File: src/rtl/arb_pkg.sv
// Shared definitions for the arb_muxn registered multiplexer and its arbiter.
package arb_pkg;

    localparam logic MODE_FIXED = 1'b0;
    localparam logic MODE_RR    = 1'b1;

    // Ceiling log2, minimum 1 so a 2-channel mux still gets a 1-bit index.
    function automatic int clog2(input int n);
        int r;
        r = 1;
        for (int i = 1; i < 31; i++) begin
            if ((1 << i) < n) begin
                r = i + 1;
            end
        end
        return r;
    endfunction

endpackage

File: src/rtl/arb_muxn_rr_pick.sv
// Round-robin pick: first requester after ptr, scanning with modulo-NCH wrap.
// Built as rotate -> priority-encode -> un-rotate so the wrap point is NCH,
// not 2^SELW.
module rr_pick
    import arb_pkg::*;
#(
    parameter int NCH  = 4,
    parameter int SELW = clog2(NCH)
) (
    input  logic [NCH-1:0]  req,
    input  logic [SELW-1:0] ptr,
    output logic [SELW-1:0] gnt_idx,
    output logic            gnt_vld
);

    logic [NCH-1:0]  rot;
    logic [SELW-1:0] pe_idx;

    // Rotate so that position 0 of rot is channel ptr+1.
    always_comb begin
        rot = '0;
        for (int k = 0; k < NCH; k++) begin
            logic [SELW-1:0] src;
            src    = SELW'((int'(ptr) + 1 + k) % NCH);
            rot[k] = req[src];
        end
    end

    // Lowest set bit of the rotated vector wins.
    always_comb begin
        pe_idx  = '0;
        gnt_vld = 1'b0;
        for (int k = 0; k < NCH; k++) begin
            if (!gnt_vld && rot[k]) begin
                gnt_vld = 1'b1;
                pe_idx  = SELW'(k);
            end
        end
    end

    // Un-rotate back to an absolute channel index.
    always_comb begin
        gnt_idx = SELW'((int'(ptr) + 1 + int'(pe_idx)) % NCH);
    end

endmodule

File: src/rtl/arb_muxn.sv
// N-channel registered mux with valid/ready on every input and the output.
// Fixed-select or round-robin grant feeds a one-entry output register that
// can reload in the same cycle it drains.
module arb_muxn
    import arb_pkg::*;
#(
    parameter  int WIDTH = 32,
    parameter  int NCH   = 4,
    localparam int SELW  = clog2(NCH)
) (
    input  logic                 clk,
    input  logic                 rst_n,
    input  logic                 mode,
    input  logic [SELW-1:0]      sel,
    input  logic [NCH-1:0]       in_valid,
    input  logic [NCH*WIDTH-1:0] in_data,
    output logic [NCH-1:0]       in_ready,
    output logic                 out_valid,
    output logic [WIDTH-1:0]     out_data,
    output logic [SELW-1:0]      out_ch,
    input  logic                 out_ready
);

    logic [SELW-1:0] ptr;
    logic [SELW-1:0] rr_idx;
    logic            rr_vld;
    logic            fx_vld;
    logic [SELW-1:0] grant;
    logic            grant_valid;
    logic            le;
    logic            xfer;

    rr_pick #(
        .NCH  (NCH),
        .SELW (SELW)
    ) u_rr_pick (
        .req     (in_valid),
        .ptr     (ptr),
        .gnt_idx (rr_idx),
        .gnt_vld (rr_vld)
    );

    // Fixed-mode candidate; an out-of-range select never grants.
    always_comb begin
        fx_vld = 1'b0;
        if (int'(sel) < NCH) begin
            fx_vld = in_valid[sel];
        end
    end

    // Grant select, load enable and one-hot ready. Ready is forced low in
    // reset so no handshake can complete while the register is cleared.
    always_comb begin
        grant       = (mode == MODE_RR) ? rr_idx : sel;
        grant_valid = (mode == MODE_RR) ? rr_vld : fx_vld;
        le          = !out_valid || out_ready;
        xfer        = le && grant_valid;
        in_ready    = (xfer && rst_n) ? (NCH'(1) << grant) : '0;
    end

    // Output register and round-robin pointer.
    always_ff @(posedge clk or negedge rst_n) begin
        if (!rst_n) begin
            out_valid <= 1'b0;
            out_data  <= '0;
            out_ch    <= '0;
            ptr       <= SELW'(NCH - 1);
        end else if (xfer) begin
            out_valid <= 1'b1;
            out_data  <= in_data[int'(grant)*WIDTH +: WIDTH];
            out_ch    <= grant;
            if (mode == MODE_RR) begin
                ptr <= grant;
            end
        end else if (le) begin
            out_valid <= 1'b0;
        end
    end

endmodule

File: config.mk
export PLATFORM = sky130hd
export DESIGN_NAME = arb_muxn
export DESIGN_NICKNAME = d
export VERILOG_FILES = /design/src/rtl/arb_pkg.sv /design/src/rtl/arb_muxn_rr_pick.sv /design/src/rtl/arb_muxn.sv
export SDC_FILE = /design/constraint.sdc
export NUM_CORES = 1
export LEC_CHECK = 0
export CELL_PAD_IN_SITES_DETAIL_PLACEMENT = 0
export CELL_PAD_IN_SITES_GLOBAL_PLACEMENT = 1
export CORE_AREA = 2 2 107 109
export DETAILED_ROUTE_END_ITERATION = 10
export DIE_AREA = 0 0 109 111
export PLACE_DENSITY = 0.87
export SETUP_SLACK_MARGIN = 0.3
export SKIP_LAST_GASP = 1
export SLEW_MARGIN = 20
export SYNTH_ARGS = -nofsm -noshare
export SYNTH_HDL_FRONTEND = slang
export SYNTH_HIERARCHICAL = 1
export SYNTH_SLANG_ARGS = --single-unit
File: constraint.sdc
create_clock -name clk -period 3 [get_ports clk]
set_clock_uncertainty 0.1 [all_clocks]
set_input_delay 0.6 -clock clk [delete_from_list [all_inputs] [get_ports clk]]
set_output_delay 0.6 -clock clk [all_outputs]
set_load 0.005 [all_outputs]
==> results of run 1 <==
[power by group]
group / leakage (nW) / internal (mW) / switching [mW]
Combinational: 1.46 / 1.84 / 0.976
Clock: 0.0831 / 0.415 / 0.205
Sequential: 0.428 / 0.767 / 0.139
Total: 1.97 / 3.02 / 1.32
[synth_stat cells]
| cell type | number |
|---|---|
| a21oi_1 | 2 |
| a21oi_2 | 2 |
| a22oi_2 | 1 |
| a2bb2oi_1 | 2 |
| and3_1 | 1 |
| buf_2 | 6 |
| buf_4 | 1 |
| buf_6 | 4 |
| clkbuf_1 | 1 |
| dfrtp_1 | 35 |
| dfstp_2 | 2 |
| ha_1 | 1 |
| inv_1 | 4 |
| inv_2 | 1 |
| mux2_2 | 34 |
| mux2i_1 | 4 |
| mux2i_4 | 1 |
| mux4_1 | 7 |
| mux4_2 | 25 |
| nand2_1 | 5 |
| nand2b_1 | 1 |
| nand3_1 | 2 |
| nand3b_1 | 1 |
| nor2_1 | 8 |
| nor2b_1 | 1 |
| nor3_1 | 3 |
| nor4b_1 | 1 |
| nor4bb_1 | 1 |
| o21ai_1 | 1 |
| o221ai_1 | 1 |
| o22ai_1 | 1 |
| o31a_1 | 1 |
| or2b_1 | 1 |
| xnor2_1 | 1 |
| xor2_1 | 1 |
[sequential cells by signal (all words and copies together) (netlist names)]
name       count
out_ch         2
out_data      32
out_valid      1
ptr            2
[repair_timing]
item	4_1_cts	5_1_grt
resized for setup	55	3
endpoints found under the setup margin	38	37
gates cloned	3	0
pin swaps	7	7
setup buffers	7	0
[placed cells by master (no fill, tap or decap), types with 3 or more instances in the layout]
cell             instances
buf_12                   5
inv_1                    3
nor2_1                   7
buf_2                    7
buf_6                    4
buf_16                   3
mux2i_1                  4
dfrtp_1                 35
buf_4                   20
mux2_4                   3
mux4_2                  26
nor3_1                   3
mux2_2                  31
mux4_1                   6
clkbuf_16                5
nand2_1                  5
clkdlybuf4s50_1        167
[per-layer routing]
layer / global-route usage (%) / share of wire (%)
met1: 16.80 / 37
met2: 27.20 / 52
met3: 3.645 / 9.9
met4: 3.333 / 0.54
met5: 0 / 0
[logic make-up after synthesis]
| group | Yosys count | synth area share [%] |
|---|---|---|
| AO/OA/AOI/OAI | 11 | 3.498 |
| AND/OR/NAND/NOR | 25 | 5.120 |
| buffers and inverters | 17 | 4.257 |
| multiplexers | 71 | 48.30 |
| flip-flops | 37 | 37.61 |
| XOR/XNOR | 2 | 0.7097 |
| adder cells (fa/ha/maj) | 1 | 0.5068 |
[stage by stage]
stage	hold slack (ps)	cell area [sq um]	instances
floorplan	204.4	2491	164
global placement	386.9	4519	494
detailed placement	392.2	4519	494
CTS	255.1	4916	512
global route	287.7	4935	512
finish	260.4	4935	512
[final timing paths]
check	start	to	slack, ps
worst min register to register	out_data[27]	out_data[27]	400
worst max-delay path	ptr[1]	in_ready[2]	-250
min in group clk	out_data[27]	out_data[27]	400
max in group asynchronous	rst_n	out_data[0]	2270
worst max register to register	ptr[1]	out_data[15]	-190
worst min-delay path	rst_n	out_data[24]	260
[cell type report]
cell class	count	area, sq um	share of cell area [%]
Tap cell	143	178.9	3.626
Inverter	5	18.77	0.3803
Sequential cell	37	928.4	18.81
Timing Repair Buffer	209	2120	42.95
Clock inverter	2	37.54	0.7606
Multi-Input combinational cell	110	1513	30.65
Clock buffer	6	138.9	2.814
[critical path, stage by stage (launching register included)]
cell and delay [ps]:
dfstp_2 600, inv_2 60, a2bb2oi_2 130, o221ai_1 140, o31a_1 130, ha_2 190, xor2_2 150, xnor2_2 220
a21oi_4 120, buf_6 140, nor4bb_4 250, buf_2 150
==> results.py, run 1 <==
metrics = {
    "run_status": {
        "outcome": "complete, but fails checks",
        "violations": "negative setup slack",
    },
    "pwr": {
        "p_total_mw": 4.343,
        "leakage_nw": 1.971,
        "power_per_cell_area_nw_per_um2": 880.1,
        "ir_worst_vdd_mv": 0.4175,
    },
    "clocking": {
        "numCtsBuffers": 5,
        "clk_pin_slew_ps": 60,
        "hold_buffers": 0,
        "clock-root-buffer": "clkbuf_16",
        "cts_tree": "built",
        "clkSinkCount": 37,
        "insertion_delay_ps": 280,
        "cts_buffer_depth": 2,
        "htreeDepth": 2,
    },
    "synthesis": {
        "yosys_warnings": 6,
        "synth_seq_area_share_pct": 37.61,
        "netlist_top_cells_area": "dfrtp_1 35%, mux4_2 23%, mux2_2 16%",
        "syn_area_sq_um": 2469,
        "synth.avg_cell_area_sq_um": 15.05,
        "ys_ff_latch": 37,
        "synth_cells": 164,
        "syn_nets": 303,
        "synth_cell_type_count": 35,
        "synth.top_cell.area_share_pct": 35.48,
        "synth_top_area_cell": "dfrtp_1",
    },
    "placement": {
        "io_buffer_count": 176,
        "place.gp.congestion": 0.7372,
        "dp_slack_ps": -1069,
        "hpwlAfterDp_um": 6932,
    },
    "timing": {
        "fin_tns_setup_ps": -4270,
        "setup_viol": 36,
        "hold_viol_final": 0,
        "setup_slack_ps": -250.9,
        "rsz0062_at_grt": "yes",
        "fin_crit_ps": 3251,
        "tightest_slew_ps": 362.6,
        "slew_headroom_pct": 75.31,
        "fmax_mhz": 307.6,
        "maxSlewViolCount": 0,
        "fin_crit_sh_pct": 108.4,
    },
    "final_layout": {
        "area_growth_pct": 99.90,
        "layout-drive-gt1-share_pct": 34.15,
        "fillers": 1045,
        "final_util_pct": 44.55,
        "layout.nets": 507,
        "diodes": 0,
    },
    "global_routing": {
        "grt-ovfl-total": 0,
        "grt_max_degree": 23,
        "grt_pass1_vias": 2652,
        "grt_pass1_wl_um": 13590,
        "track_usage_pct": 14.75,
        "antenna_found_initial": 0,
    },
    "floorplan": {
        "start_util_pct": 22.29,
        "io_pins": 177,
        "dieArea_sq_um": 12100,
        "num_rows": 39,
        "die_y_um": 111,
        "die_w_um": 109,
        "fp.coreArea_sq_um": 11080,
    },
    "worst_hold_path": {
        "min_path_type": "in2async",
    },
    "worst_setup_path": {
        "cp.arrival_ps": 2550,
        "critPathMaxFanout": 7,
        "worstPathRequired_ps": 2300,
        "critPathLaunchType": "flop",
        "r2r_cells": 15,
        "endpoint_kind": "primary output",
        "criticalPathCategory": "reg2out",
    },
    "job": {
        "maxCapViolations": 0,
    },
    "detailed_routing": {
        "drc": 0,
        "antenna_left": 0,
        "dr.pass1.iters": 4,
        "drt_iter0_markers": 111,
        "drt-wirelength-per-cell_um": 17.40,
        "vias_per_cell": 4.555,
        "vias": 2332,
        "drt-total-wl_um": 8909,
    },
}
(Power assumes the default switching activity.)
==> run 2: changes to the inputs <==
--- a/config.mk
+++ b/config.mk
@@ -11,7 +11,7 @@
 export DETAILED_ROUTE_END_ITERATION = 10
 export DIE_AREA = 0 0 109 111
 export PLACE_DENSITY = 0.87
-export SETUP_SLACK_MARGIN = 0.3
+export SETUP_SLACK_MARGIN = 0.15
 export SKIP_LAST_GASP = 1
 export SLEW_MARGIN = 20
 export SYNTH_ARGS = -nofsm -noshare
==> run 2 against run 1 <==
The flow still finishes with violations (negative setup slack). First-iteration DRC count decreased by 33%. Global-route usage increased by 0.11 points. Total power increased by 1.5%. Critical path depth increased by 1. Wire length increased by 1.6%. Worst setup slack about the same. Largest power group unchanged. Sequential power about the same. Highest routed layer unchanged.
==> results.py, run 2 (synthesized netlist as in run 1, its figures left out) <==
metrics = {
    "run_status": {
        "outcome": "complete, but fails checks",
        "violations": "negative setup slack",
    },
    "global_routing": {
        "track_usage_pct": 14.86,
        "gr-usage-met2_pct": 27.29,
        "use_met3_pct": 4.703,
        "grt_max_degree": 24,
        "grt_pass1_vias": 2645,
        "antenna_found_initial": 0,
        "busiest_layer": "met2",
        "use_met1_pct": 16.01,
        "grt-ovfl-total": 0,
        "grt_pass1_wl_um": 13630,
    },
    "timing": {
        "hold_viol_final": 0,
        "fin_tns_setup_ps": -5791,
        "tightest_slew_ps": 413.3,
        "setup_slack_ps": -250.8,
        "fin_crit_sh_pct": 108.4,
        "rsz0062_at_grt": "yes",
        "fin_crit_ps": 3251,
        "fmax_mhz": 307.6,
        "hold_ws_ps": 271.9,
        "maxSlewViolCount": 0,
        "slew_headroom_pct": 71.86,
        "setup_viol": 36,
    },
    "detailed_routing": {
        "drc": 0,
        "drt-wirelength-per-cell_um": 17.41,
        "drt_iter0_markers": 74,
        "dr.pass1.iters": 4,
        "drt-total-wl_um": 9053,
        "vias": 2409,
        "antenna_left": 0,
        "vias_per_cell": 4.633,
    },
    "placement": {
        "hpwlAfterDp_um": 6757,
        "io_buffer_count": 176,
        "dp_slack_ps": -1044,
        "placed_area_sq_um": 4527,
        "place.gp.congestion": 0.7646,
        "dp_cells": 495,
    },
    "clocking": {
        "cts_buffer_depth": 2,
        "hold_buffers": 0,
        "cts_tree": "built",
        "insertion_delay_ps": 280,
        "clock-root-buffer": "clkbuf_16",
        "htreeDepth": 2,
        "numCtsBuffers": 5,
        "clk_pin_slew_ps": 60,
        "clkSinkCount": 37,
    },
    "worst_setup_path": {
        "endpoint_kind": "primary output",
        "cp.arrival_ps": 2550,
        "criticalPathCategory": "reg2out",
        "worstPathRequired_ps": 2300,
        "critPathMaxFanout": 4,
        "critPathLaunchType": "flop",
    },
    "final_layout": {
        "final_cells": 520,
        "final_common_cell": "clkdlybuf4s50_1",
        "layout.nets": 515,
        "fillers": 1000,
        "largest_reg_flops": 32,
        "top_regs": "out_data (32), out_ch (2), ptr (2)",
        "final_util_pct": 45.05,
        "area_growth_pct": 102.1,
        "layout-drive-gt1-share_pct": 36.07,
        "stdcell_area_sq_um": 4990,
        "diodes": 0,
        "layout_common_cells": "167 x clkdlybuf4s50_1, 35 x dfrtp_1, 29 x mux4_2",
        "regMostFlops": "out_data",
    },
    "floorplan": {
        "die_w_um": 109,
        "io_pins": 177,
        "fp.coreArea_sq_um": 11080,
        "dieArea_sq_um": 12100,
        "num_rows": 39,
        "die_y_um": 111,
        "start_util_pct": 22.29,
    },
    "pwr": {
        "p_total_mw": 4.407,
        "leakage_nw": 2.005,
        "ir_worst_vdd_mv": 0.3833,
        "power_per_cell_area_nw_per_um2": 883.2,
    },
    "worst_hold_path": {
        "min_path_type": "in2async",
    },
    "job": {
        "maxCapViolations": 0,
    },
}
[run 2: cell types whose count changed in the layout (fill, tap and decap cells not counted), sizes merged]
| cell | before | now |
|---|---|---|
| buf | 40 | 49 |
| clkinv | 0 | 2 |
| bufinv | 1 | 0 |
| clkinvlp | 1 | 0 |
| dlygate4sd2 | 1 | 0 |
[run 2: report_power, final]
group / switching [mW] / total (mW) / internal (mW) / leakage (nW)
combinational: 0.999 / 3.00 / 2.00 / 1.51
clock: 0.197 / 0.501 / 0.305 / 0.0706
sequential: 0.136 / 0.903 / 0.767 / 0.428
total: 1.33 / 4.41 / 3.08 / 2.00
[run 2: worst max-delay path, stage by stage (launching register included)]
cell	delay (ps)
dfstp_2	580
buf_6	120
nor2_1	40
o31a_1	270
ha_2	170
xor2_1	170
xnor2_1	120
buf_4	140
a21oi_4	170
buf_6	150
nand3b_1	90
nor2_1	120
buf_2	130
[run 2: path summary, 6_finish.rpt]
check / start / endpoint / slack (ps) / depth (start not counted)
worst max-delay path: ptr[1] / in_ready[1] / -250 / 12
worst min-delay path: rst_n / out_data[23] / 270 / 2
worst max register to register: ptr[1] / out_data[23] / -220 / 16
worst min register to register: out_data[18] / out_data[18] / 400 / 1
max in group asynchronous: rst_n / ptr[0] / 2270 / 2
min in group clk: out_data[18] / out_data[18] / 400 / 1
[run 2: repair_timing]
item,in CTS,in global routing
pin swaps,8,2
endpoints found under the setup margin,37,37
gates resized for setup,57,15
gates cloned,4,0
buffers inserted,11,2
[run 2: cell type report]
| cell class | count | area (sq um) | area share [%] |
|---|---|---|---|
| multi-input cells | 110 | 1511 | 30.29 |
| clock inverters | 2 | 10.01 | 0.2006 |
| well taps | 143 | 178.9 | 3.586 |
| flip-flops and latches | 37 | 928.4 | 18.61 |
| inverters | 5 | 18.77 | 0.3761 |
| repair buffers | 217 | 2213 | 44.36 |
| clock buffers | 6 | 128.9 | 2.583 |
[run 2: routing by layer]
layer	vias up	wire (um)
met5	-	0
met1	1191	3341
met3	11	979
li1	1083	-
met2	124	4600
met4	0	132
